==> config.mk <==
export PLATFORM = sky130hd
export DESIGN_NAME = m3_slice_phase_gen
export DESIGN_NICKNAME = d
export VERILOG_FILES = /design/src/rtl/m3_slice_phase_gen.sv
export SDC_FILE = /design/constraint.sdc
export NUM_CORES = 1
export LEC_CHECK = 0
export CAP_MARGIN = 15
export CORE_ASPECT_RATIO = 0.6
export CORE_MARGIN = 3
export CORE_UTILIZATION = 51
export CTS_CLUSTER_SIZE = 20
export DETAILED_ROUTE_END_ITERATION = 8
export PLACE_DENSITY = 0.81
export SLEW_MARGIN = 15
export SYNTH_ARGS = -nofsm -noshare
export SYNTH_HDL_FRONTEND = slang
export SYNTH_SLANG_ARGS = --single-unit
==> constraint.sdc <==
create_clock -name clkI -period 3.4 [get_ports clkI]
set_input_delay 0.68 -clock clkI [delete_from_list [all_inputs] [get_ports clkI]]
set_output_delay 0.68 -clock clkI [all_outputs]
set_load 0.05 [all_outputs]
==> src/rtl/m3_slice_phase_gen.sv <==
// Slice timer and 6-step commutation phase generator for motor 3.
// Times each slice at a clamped, per-slice shadowed length and emits a once-per-round nextCalc strobe.
module m3_slice_phase_gen #(
  parameter logic [31:0] PERIOD_MIN = 32'd40,
  parameter logic [31:0] PERIOD_MAX = 32'd2_000_000
) (
  input  logic        clkI,
  input  logic        rstI,
  input  logic        workingI,
  input  logic        m3forceStopI,
  input  logic        m3invRotateI,
  input  logic [31:0] dstRoundLenI,
  output logic        sliceTick_1O,
  output logic [2:0]  phaseO,
  output logic        nextCalc_1O,
  output logic        driveEnO,
  output logic [31:0] curSliceLenO
);

  typedef enum logic [1:0] {
    ST_IDLE = 2'd0,
    ST_RUN  = 2'd1,
    ST_STOP = 2'd2
  } state_e;

  state_e      state_q;
  logic [31:0] slice_cnt_q;
  logic [2:0]  round_cnt_q;
  logic [2:0]  phase_q;
  logic [31:0] cur_len_q;
  logic        drive_en_q;
  logic        tick_q;
  logic        next_calc_q;

  logic [31:0] len_d;
  logic [2:0]  phase_d;
  logic        boundary_d;

  function automatic logic [31:0] clamp_len(input logic [31:0] req);
    if (req < PERIOD_MIN)      return PERIOD_MIN;
    else if (req > PERIOD_MAX) return PERIOD_MAX;
    else                       return req;
  endfunction

  function automatic logic [2:0] step_phase(input logic [2:0] cur, input logic rev);
    if (rev) return (cur == 3'd0) ? 3'd5 : cur - 3'd1;
    else     return (cur == 3'd5) ? 3'd0 : cur + 3'd1;
  endfunction

  assign len_d      = clamp_len(dstRoundLenI);
  assign phase_d    = step_phase(phase_q, m3invRotateI);
  assign boundary_d = (slice_cnt_q == cur_len_q - 32'd1);

  // NOTE: every register below uses <= so all updates see the pre-edge values; blocking here would create order-dependent logic.
  always_ff @(posedge clkI) begin
    if (rstI || !workingI) begin
      // Dropping workingI is a soft reset and outranks an emergency stop.
      state_q     <= ST_IDLE;
      slice_cnt_q <= '0;
      round_cnt_q <= '0;
      phase_q     <= '0;
      cur_len_q   <= PERIOD_MAX;
      drive_en_q  <= 1'b0;
      tick_q      <= 1'b0;
      next_calc_q <= 1'b0;
    end else begin
      tick_q      <= 1'b0;
      next_calc_q <= 1'b0;
      case (state_q)
        ST_IDLE: begin
          if (!m3forceStopI) begin
            state_q     <= ST_RUN;
            cur_len_q   <= len_d;
            slice_cnt_q <= '0;
            round_cnt_q <= '0;
            phase_q     <= '0;
            drive_en_q  <= 1'b1;
          end
        end
        ST_RUN: begin
          if (m3forceStopI) begin
            // A stop swallows any boundary falling on the same cycle.
            state_q     <= ST_STOP;
            drive_en_q  <= 1'b0;
            slice_cnt_q <= '0;
            round_cnt_q <= '0;
          end else if (boundary_d) begin
            slice_cnt_q <= '0;
            tick_q      <= 1'b1;
            phase_q     <= phase_d;
            cur_len_q   <= len_d;
            round_cnt_q <= (round_cnt_q == 3'd5) ? 3'd0 : round_cnt_q + 3'd1;
            next_calc_q <= (round_cnt_q == 3'd5);
          end else begin
            slice_cnt_q <= slice_cnt_q + 32'd1;
          end
        end
        ST_STOP: begin
          if (!m3forceStopI) state_q <= ST_IDLE;
        end
        default: state_q <= ST_IDLE;
      endcase
    end
  end

  assign sliceTick_1O = tick_q;
  assign phaseO       = phase_q;
  assign nextCalc_1O  = next_calc_q;
  assign driveEnO     = drive_en_q;
  assign curSliceLenO = cur_len_q;

endmodule

Word-level counts from Yosys, hierarchy flattened:

Index checks and enable logic that the tools add are counted.
Widths: inputs -> output; s select.

* magnitude comparators: 2
* bitwise operators: 2
* reductions and logical operators: 12
* add/subtract/negate cells: 5
* muxes and demuxes: 29
* equality and inequality tests: 11

Operators with widths (count)
* $mux 32: 8
* $pmux 32 s2: 2
* $add 32x1->32 const B: 1
* $eq 32x32->1: 1
* $gt 32x21->1 const B: 1
* $lt 32x6->1 const B: 1
* $sub 32x1->32 const B: 1
* $mux 3: 9
* $pmux 3 s2: 2
* $ne 2x2->1 const B: 5
* $reduce_and 3->1: 3
* $add 3x1->3 const B: 2
* $eq 3x3->1 const B: 2
* $mux 2: 3
* $pmux 2 s3: 1
* $reduce_and 4->1: 1
* $reduce_or 4->1: 1
* $logic_not 3->1: 1
* $mux 1: 3
* $ne 3x3->1 const B: 1
* $reduce_or 3->1: 1
* $sub 3x1->3 const B: 1
* $eq 2x1->1 const B: 1
* $eq 2x2->1 const B: 1
* other kinds (7): 8

* flip-flop bits (word level): 75
* logic and storage cells: 69

Depth between registers and ports, before layout:

Gate-level depths: netlist of run 1.

* depth after elaboration: 6
* depth in mapped cells: 15
* depth with buffers taken out: 10

Least setup slack after synthesis of run 1:

No wires, ideal clock.

* kind: reg2reg
* start point: register cur_len_q[0] (netlist: curSliceLenO[0])
* end point: register cur_len_q[5] (netlist: curSliceLenO[5])
* setup slack: -169 ps
* data arrival time: 3441 ps
* period minus slack after synthesis: 3569 ps
* library setup time: 129 ps
* cell stages (with the launch flop): 16
* path through: dfxtp_1 > buf_2 > inv_1 > ha_1 > or3b_2 > clkbuf_1 > nor4_1 > a21o_1 > a21o_1 > a31o_2 > clkbuf_1 > nand3_2 > buf_4 > buf_6 > a2111oi_2 > nor3_1

* longest elaborated chain between the ends: 4

RTL lines
* start: declaration: RTL line 30 `logic [31:0] cur_len_q;`
* start signal: assignment: RTL line 73 `cur_len_q <= len_d;`
* start signal: assignment: RTL line 91 `cur_len_q <= len_d;`
* $sub 32x1->32: RTL line 52 `assign boundary_d = (slice_cnt_q == cur_len_q - 32'd1);`
* $eq 32x32->1: RTL line 52
* $ne 2x2->1 (no line)
* $reduce_and 4->1 (no line)

No other way between the ends.
A chain may end at the register's enable or synchronous reset.

Worst setup path after layout of run 1:

* start point: register cur_len_q[11] (netlist: curSliceLenO[11])
* end point: register phase_q[1] (netlist: phaseO[1])

* longest elaborated chain between the ends: 4

RTL lines
* $sub 32x1->32: RTL line 52
* $eq 32x32->1: RTL line 52
* $ne 2x2->1 (no line)
* $reduce_and 4->1 (no line)
* end signal: assignment: RTL line 90 `phase_q <= phase_d;`
* end: declaration: RTL line 29 `logic [2:0] phase_q;`

No other way between the ends.

==> results of run 1 <==
==> synth_stat cells (3+ instances only) <==
library cell   n
dfxtp_1       75
nand2_1       53
clkbuf_1      46
a31oi_1       44
nor2_1        42
nand3_1       40
o21ai_0       31
nor3_1        28
xnor2_1       27
nor4_1        21
xor2_1        21
and3_1        20
a32o_1        17
o31ai_1       17
a211oi_1      16
nand4_1       16
a21oi_1       15
inv_1         15
or3_1         14
or4_1         12
buf_2          9
o211ai_1       8
nand2b_1       6
or2_2          6
and4_1         5
nor3b_1        5
o22ai_1        5
buf_1          4
buf_4          4
mux2i_1        4
buf_6          3
ha_1           3
nand3b_1       3
nor2b_1        3
o2111ai_1      3
o311ai_1       3
o32ai_1        3
==> stage by stage <==
stage,setup WS [ns],std cells
after global routing,-0.008111,911
after floorplan,0.002636,697
after global placement,0.07020,892
final,0.08787,911
after CTS,0.007492,908
after detailed placement,0.02967,892
==> worst register-to-register path: stages, from the launching register on <==
cell      delay, ns
dfxtp_1        0.42
or4_1          0.72
nor4_2         0.54
a21o_1         0.24
o211ai_1       0.11
a31o_2         0.27
and3_2         0.27
a31oi_4        0.44
a32o_1         0.24
==> worst max path at each step <==
stage | start | end | depth (start not counted)
finish | curSliceLenO[11] | phaseO[1] | 8
global route | curSliceLenO[0] | curSliceLenO[3] | 13
CTS | curSliceLenO[0] | curSliceLenO[13] | 10
detailed placement | curSliceLenO[0] | phaseO[1] | 10
global placement | curSliceLenO[9] | curSliceLenO[3] | 10
floorplan | curSliceLenO[2] | curSliceLenO[10] | 11
==> registers in the layout, summed over array words and instances, names as in the netlist <==
name          flops
curSliceLenO     32
slice_cnt_q      32
phaseO            3
round_cnt_q       3
state_q           2
nextCalc_1O       1
sliceTick_1O      1
driveEnO          1
==> cell type report <==
type / count / area share, %
Clock buffer: 9 / 3.261
Clock inverter: 7 / 1.450
Multi-Input combinational cell: 542 / 53.56
Tap cell: 135 / 2.446
Inverter: 15 / 0.8154
Timing Repair Buffer: 128 / 16.65
Sequential cell: 75 / 21.82
==> routing by layer <==
| layer | vias to the layer above | share of wire (%) |
|---|---|---|
| met5 | - | 0 |
| met4 | 0 | 2.1 |
| met3 | 65 | 12 |
| met2 | 442 | 41 |
| met1 | 2936 | 44 |
| li1 | 2817 | - |
==> logic make-up (layout without fill, tap and decap cells) <==
kind of cell / count (synthesis) / in the layout / synth area share [%]
fa+ha+maj: 3 / 3 / 0.6902
xor+xnor: 48 / 48 / 7.730
mux: 4 / 4 / 0.7362
buf+inv: 81 / 159 / 6.487
compound gates: 193 / 194 / 26.27
flops: 75 / 75 / 27.61
simple gates: 293 / 293 / 30.48
==> placed cells by master (no fill, tap or decap), drive strengths merged, types with 14 or more instances in the layout <==
cell	n
xnor2	27
o31ai	18
o21ai	34
inv	16
dfxtp	75
nand3	42
a31oi	46
nor3	30
a32o	17
nand2	54
nor4	24
clkdlybuf4s50	74
a21oi	15
xor2	21
or4	14
nand4	17
and3	21
nor2	42
a211oi	18
buf	54
or3	14
==> report_power, final <==
part | internal, uW | switching [uW]
Sequential | 884 | 8.83
Combinational | 86.5 | 122
Clock | 647 | 396
==> repair_timing <==
item	CTS	global route
endpoints found under the hold margin	0	0
setup buffers	0	2
resized for setup	0	17
hold buffers	0	0
endpoints found under the setup margin	0	70
==> results.sh, run 1 <==
export IMPL_status="completed"
export IMPL_crit_path_start_kind="flip-flop"
export IMPL_syn_area_um2=5439
export IMPL_fin_nets=811
export IMPL_critPathArrivalTime_ns=3.59
export IMPL_clock_sinks=75
export IMPL_setup_tns_ns=0
export IMPL_synth_seq_area_share_pct=27.61
export IMPL_min_period_over_period_pct=97.42
export IMPL_holdWs_ns=0.4819
export IMPL_clockBufferDepth=2
export IMPL_tightest_slew_ns=0.8424
export IMPL_grt_busiest_layer="met1"
export IMPL_synth_seq_cells=75
export IMPL_setup_violations_final=0
export IMPL_slowest_delay_ns=0.72
export IMPL_leakage_uw=0.002298
export IMPL_finalPower_uw=2145
export IMPL_drt_iter0_markers=980
export IMPL_grt_pass1_vias=5651
export IMPL_reg2regPathDepth=8
export IMPL_die_h_um=85.99
export IMPL_clk_pin_slew_worst_paths_ns=0.06
export IMPL_multi_input_area_um2=3699
export IMPL_fin_area_um2=6905
export IMPL_regArea_um2=1506
export IMPL_ios=75
export IMPL_vias=6260
export IMPL_min_delay_start="round_cnt_q[2]"
export IMPL_placed_area_um2=6467
export IMPL_rows=28
export IMPL_critPathMaxFanout=13
export IMPL_maxCapViolations=0
export IMPL_syn_area_per_cell_um2=7.803
export IMPL_met2_usage_pct=44.17
export IMPL_gp_congestion=0.9875
export IMPL_hold_viol_final=0
export IMPL_fillCellCount=822
export IMPL_r2r_start="curSliceLenO[11]"
export IMPL_worstPathCellList="or4_1, nor4_2, a21o_1, o211ai_1, a31o_2, and3_2, a31oi_4, a32o_1"
export IMPL_grt_first_pass_wirelength_um=30190
export IMPL_antennaDiodeCount=0
export IMPL_period_needed_ns=3.312
export IMPL_cp_top_family="simple AND/OR/NAND/NOR gates"
export IMPL_syn_to_final_growth_pct=26.96
export IMPL_clk_latency_ns=0.34
export IMPL_grt_max_degree=36
export IMPL_vdd_drop_max_mv=0.2625
export IMPL_mappedNetlistNets=737
export IMPL_crit_slowest_cell="or4_1"
export IMPL_reg2reg_slack_ns=0.09
export IMPL_synth_async_reset_ratio_pct=0
export IMPL_fin_skew_ns=0.01005
export IMPL_globalRouteMet3Util_pct=7.521
export IMPL_gr_usage_all_layers_pct=30.94
export IMPL_dr_pass1_iters=6
export IMPL_drt_vias_per_instance=6.872
export IMPL_cts_tree="built"
export IMPL_dp_hpwl_um=14070
export IMPL_routed_wl_um=19240
export IMPL_maxSlewViolCount=0
export IMPL_ys_dominant_reg_cell="dfxtp_1"
export IMPL_min_path_cells=2
export IMPL_coreArea_um2=10120
export IMPL_port_buffer_count=74
export IMPL_path_buf_inv=0
export IMPL_cp_data_required_time_ns=3.68
export IMPL_ys_warn_count=0
export IMPL_dieArea_um2=11980
export IMPL_initial_utilization_pct=53.72
export IMPL_yosysTopAreaCell="dfxtp_1"
export IMPL_root_buffer="clkbuf_16"
export IMPL_ys_top_cells_by_area="dfxtp_1 28%, a31oi_1 5.1%, xnor2_1 4.3%, nand3_1 3.7%, nand2_1 3.7%"
export IMPL_hold_path_end="round_cnt_q[2]"
export IMPL_grt_ovfl_total=0
export IMPL_critical_path_class="reg2reg"
export IMPL_hp_class="reg2reg"
export IMPL_synth_edff_count=0
export IMPL_drive_gt1_share_pct=15.46
export IMPL_fmax_ghz=0.3019
export IMPL_drc=0
export IMPL_end_kind="flip-flop"
export IMPL_die_x_um=139.3
export IMPL_met1_usage_pct=46.41
export IMPL_slew_headroom_pct=43.41
export IMPL_ys_types=77
export IMPL_worstReg2RegEnd="phaseO[1]"
export IMPL_fin_util_pct=68.20
export IMPL_netlist_area_leader_share_pct=27.61
export IMPL_drtAntennaViolNets=0
export IMPL_antenna_found_initial=0
export IMPL_synthesis_instances=697
export IMPL_wl_per_cell_um=21.12
export IMPL_power_density_nw_per_um2=310.7
export IMPL_cts_buffers=9
export IMPL_htreeDepth=3
No activity file was read; power rests on OpenSTA's default activity.
==> run 2: changes to the inputs <==
Settings changed: GPL_ROUTABILITY_DRIVEN from default to 0.
==> results.sh, run 2 (synthesis results as in run 1) <==
export IMPL_die_h_um=85.99
export IMPL_min_path_cells=2
export IMPL_grt_pass1_vias=6128
export IMPL_tightest_slew_ns=0.5941
export IMPL_fin_area_um2=6893
export IMPL_coreArea_um2=10120
export IMPL_drtAntennaViolNets=0
export IMPL_vdd_drop_max_mv=0.2341
export IMPL_path_buf_inv=1
export IMPL_worstPathCellList="or4_1, or4_1, a21oi_1, nor2_1, a2111oi_4, nand4_4, o31ai_2, buf_6, a32o_1"
export IMPL_slowest_delay_ns=0.57
export IMPL_drive_gt1_share_pct=14.94
export IMPL_setup_tns_ns=0
export IMPL_fin_nets=805
export IMPL_critical_path_class="reg2reg"
export IMPL_initial_utilization_pct=53.72
export IMPL_gr_usage_all_layers_pct=33.33
export IMPL_drt_vias_per_instance=7.067
export IMPL_maxSlewViolCount=0
export IMPL_multi_input_area_um2=3721
export IMPL_drc=0
export IMPL_port_buffer_count=74
export IMPL_setup_violations_final=0
export IMPL_grt_ovfl_total=0
export IMPL_slew_headroom_pct=60.03
export IMPL_final_common_cell="clkdlybuf4s50_1"
export IMPL_root_buffer="clkbuf_16"
export IMPL_rows=28
export IMPL_critPathMaxFanout=12
export IMPL_crit_path_start_kind="flip-flop"
export IMPL_clk_pin_slew_worst_paths_ns=0.07
export IMPL_min_period_over_period_pct=98.64
export IMPL_hp_class="reg2reg"
export IMPL_drt_iter0_markers=1051
export IMPL_reg2regPathDepth=9
export IMPL_die_x_um=139.3
export IMPL_clock_sinks=75
export IMPL_leakage_uw=0.002276
export IMPL_grt_max_degree=36
export IMPL_fin_skew_ns=0.007492
export IMPL_hold_viol_final=0
export IMPL_end_kind="flip-flop"
export IMPL_cts_tree="built"
export IMPL_wl_per_cell_um=22.40
export IMPL_fmax_ghz=0.2982
export IMPL_finalPower_uw=2103
export IMPL_antenna_found_initial=0
export IMPL_cp_top_family="simple AND/OR/NAND/NOR gates"
export IMPL_cp_data_required_time_ns=3.68
export IMPL_fillCellCount=812
export IMPL_maxCapViolations=0
export IMPL_cts_hold_repair_buffers=0
export IMPL_critical_path_depth=9
export IMPL_syn_to_final_growth_pct=26.73
export IMPL_dr_pass1_iters=7
export IMPL_dieArea_um2=11980
export IMPL_dp_hpwl_um=14510
export IMPL_clockBufferDepth=2
export IMPL_critPathArrivalTime_ns=3.64
export IMPL_layout_common_cells="74 x clkdlybuf4s50_1, 71 x dfxtp_1, 53 x nand2_1"
export IMPL_cts_buffers=9
export IMPL_status="completed"
export IMPL_period_needed_ns=3.354
export IMPL_grt_first_pass_wirelength_um=32530
export IMPL_power_density_nw_per_um2=305.0
export IMPL_ios=75
export IMPL_antennaDiodeCount=0
export IMPL_crit_slowest_cell="or4_1"
export IMPL_routed_wl_um=20270
export IMPL_vias=6396
export IMPL_htreeDepth=3
export IMPL_placed_area_um2=6455
export IMPL_holdWs_ns=0.5013
export IMPL_regArea_um2=1506
export IMPL_critPathMostFrequentCell="or4_1"
export IMPL_clk_latency_ns=0.35
## run 2: final timing paths
check                       start          endpoint  slack (ns)
setup / recovery  curSliceLenO[0]  curSliceLenO[16]        0.05
hold reg to reg          driveEnO          driveEnO        0.50
setup reg to reg  curSliceLenO[0]  curSliceLenO[16]        0.05
hold / removal           driveEnO          driveEnO        0.50
## run 2: power by group
part           switching [uW]  total, uW  internal [uW]
Combinational             126        215           89.2
Sequential               10.3        894            884
Clock                     419        993            574
Total                     556       2100           1550
## run 2: area by class of cell
cell class,count,area share (%)
inverter,15,0.8168
multi-input combinational,541,53.98
clock buffer,9,3.267
sequential,75,21.86
clock inverter,7,1.125
tap,135,2.451
timing repair buffer,123,16.50
## run 2: worst reg2reg max path, delay by kind of cell, from the launching register on
| kind | cells | cell delay [ns] |
|---|---|---|
| AND/OR/NAND/NOR | 4 | 1.52 |
| flip-flops | 1 | 0.37 |
| buffers and inverters | 1 | 0.20 |
| AO/OA/AOI/OAI | 4 | 1.20 |
## run 2: per-layer routing
metal  part of all wire, %  track usage (%)
met5                     0                0
met4                   2.5            9.858
met3                    12            10.70
met2                    44            52.23
met1                    42            44.27
## run 2: timing repair
action                                  4_1_cts  5_1_grt
pin swaps                                     0        1
buffers inserted                              0        2
gates resized for setup                       4       19
endpoints found under the setup margin       69       69
## run 2: metrics by stage
stage | setup slack (ns) | cells | utilization (%)
floorplan | 0.002636 | 697 | -
global placement | -0.04351 | 887 | 63.75
global route | -0.05838 | 905 | 68.08
CTS | 0.003727 | 903 | 67.00
finish | 0.04610 | 905 | 68.08
detailed placement | -0.1945 | 887 | 63.75
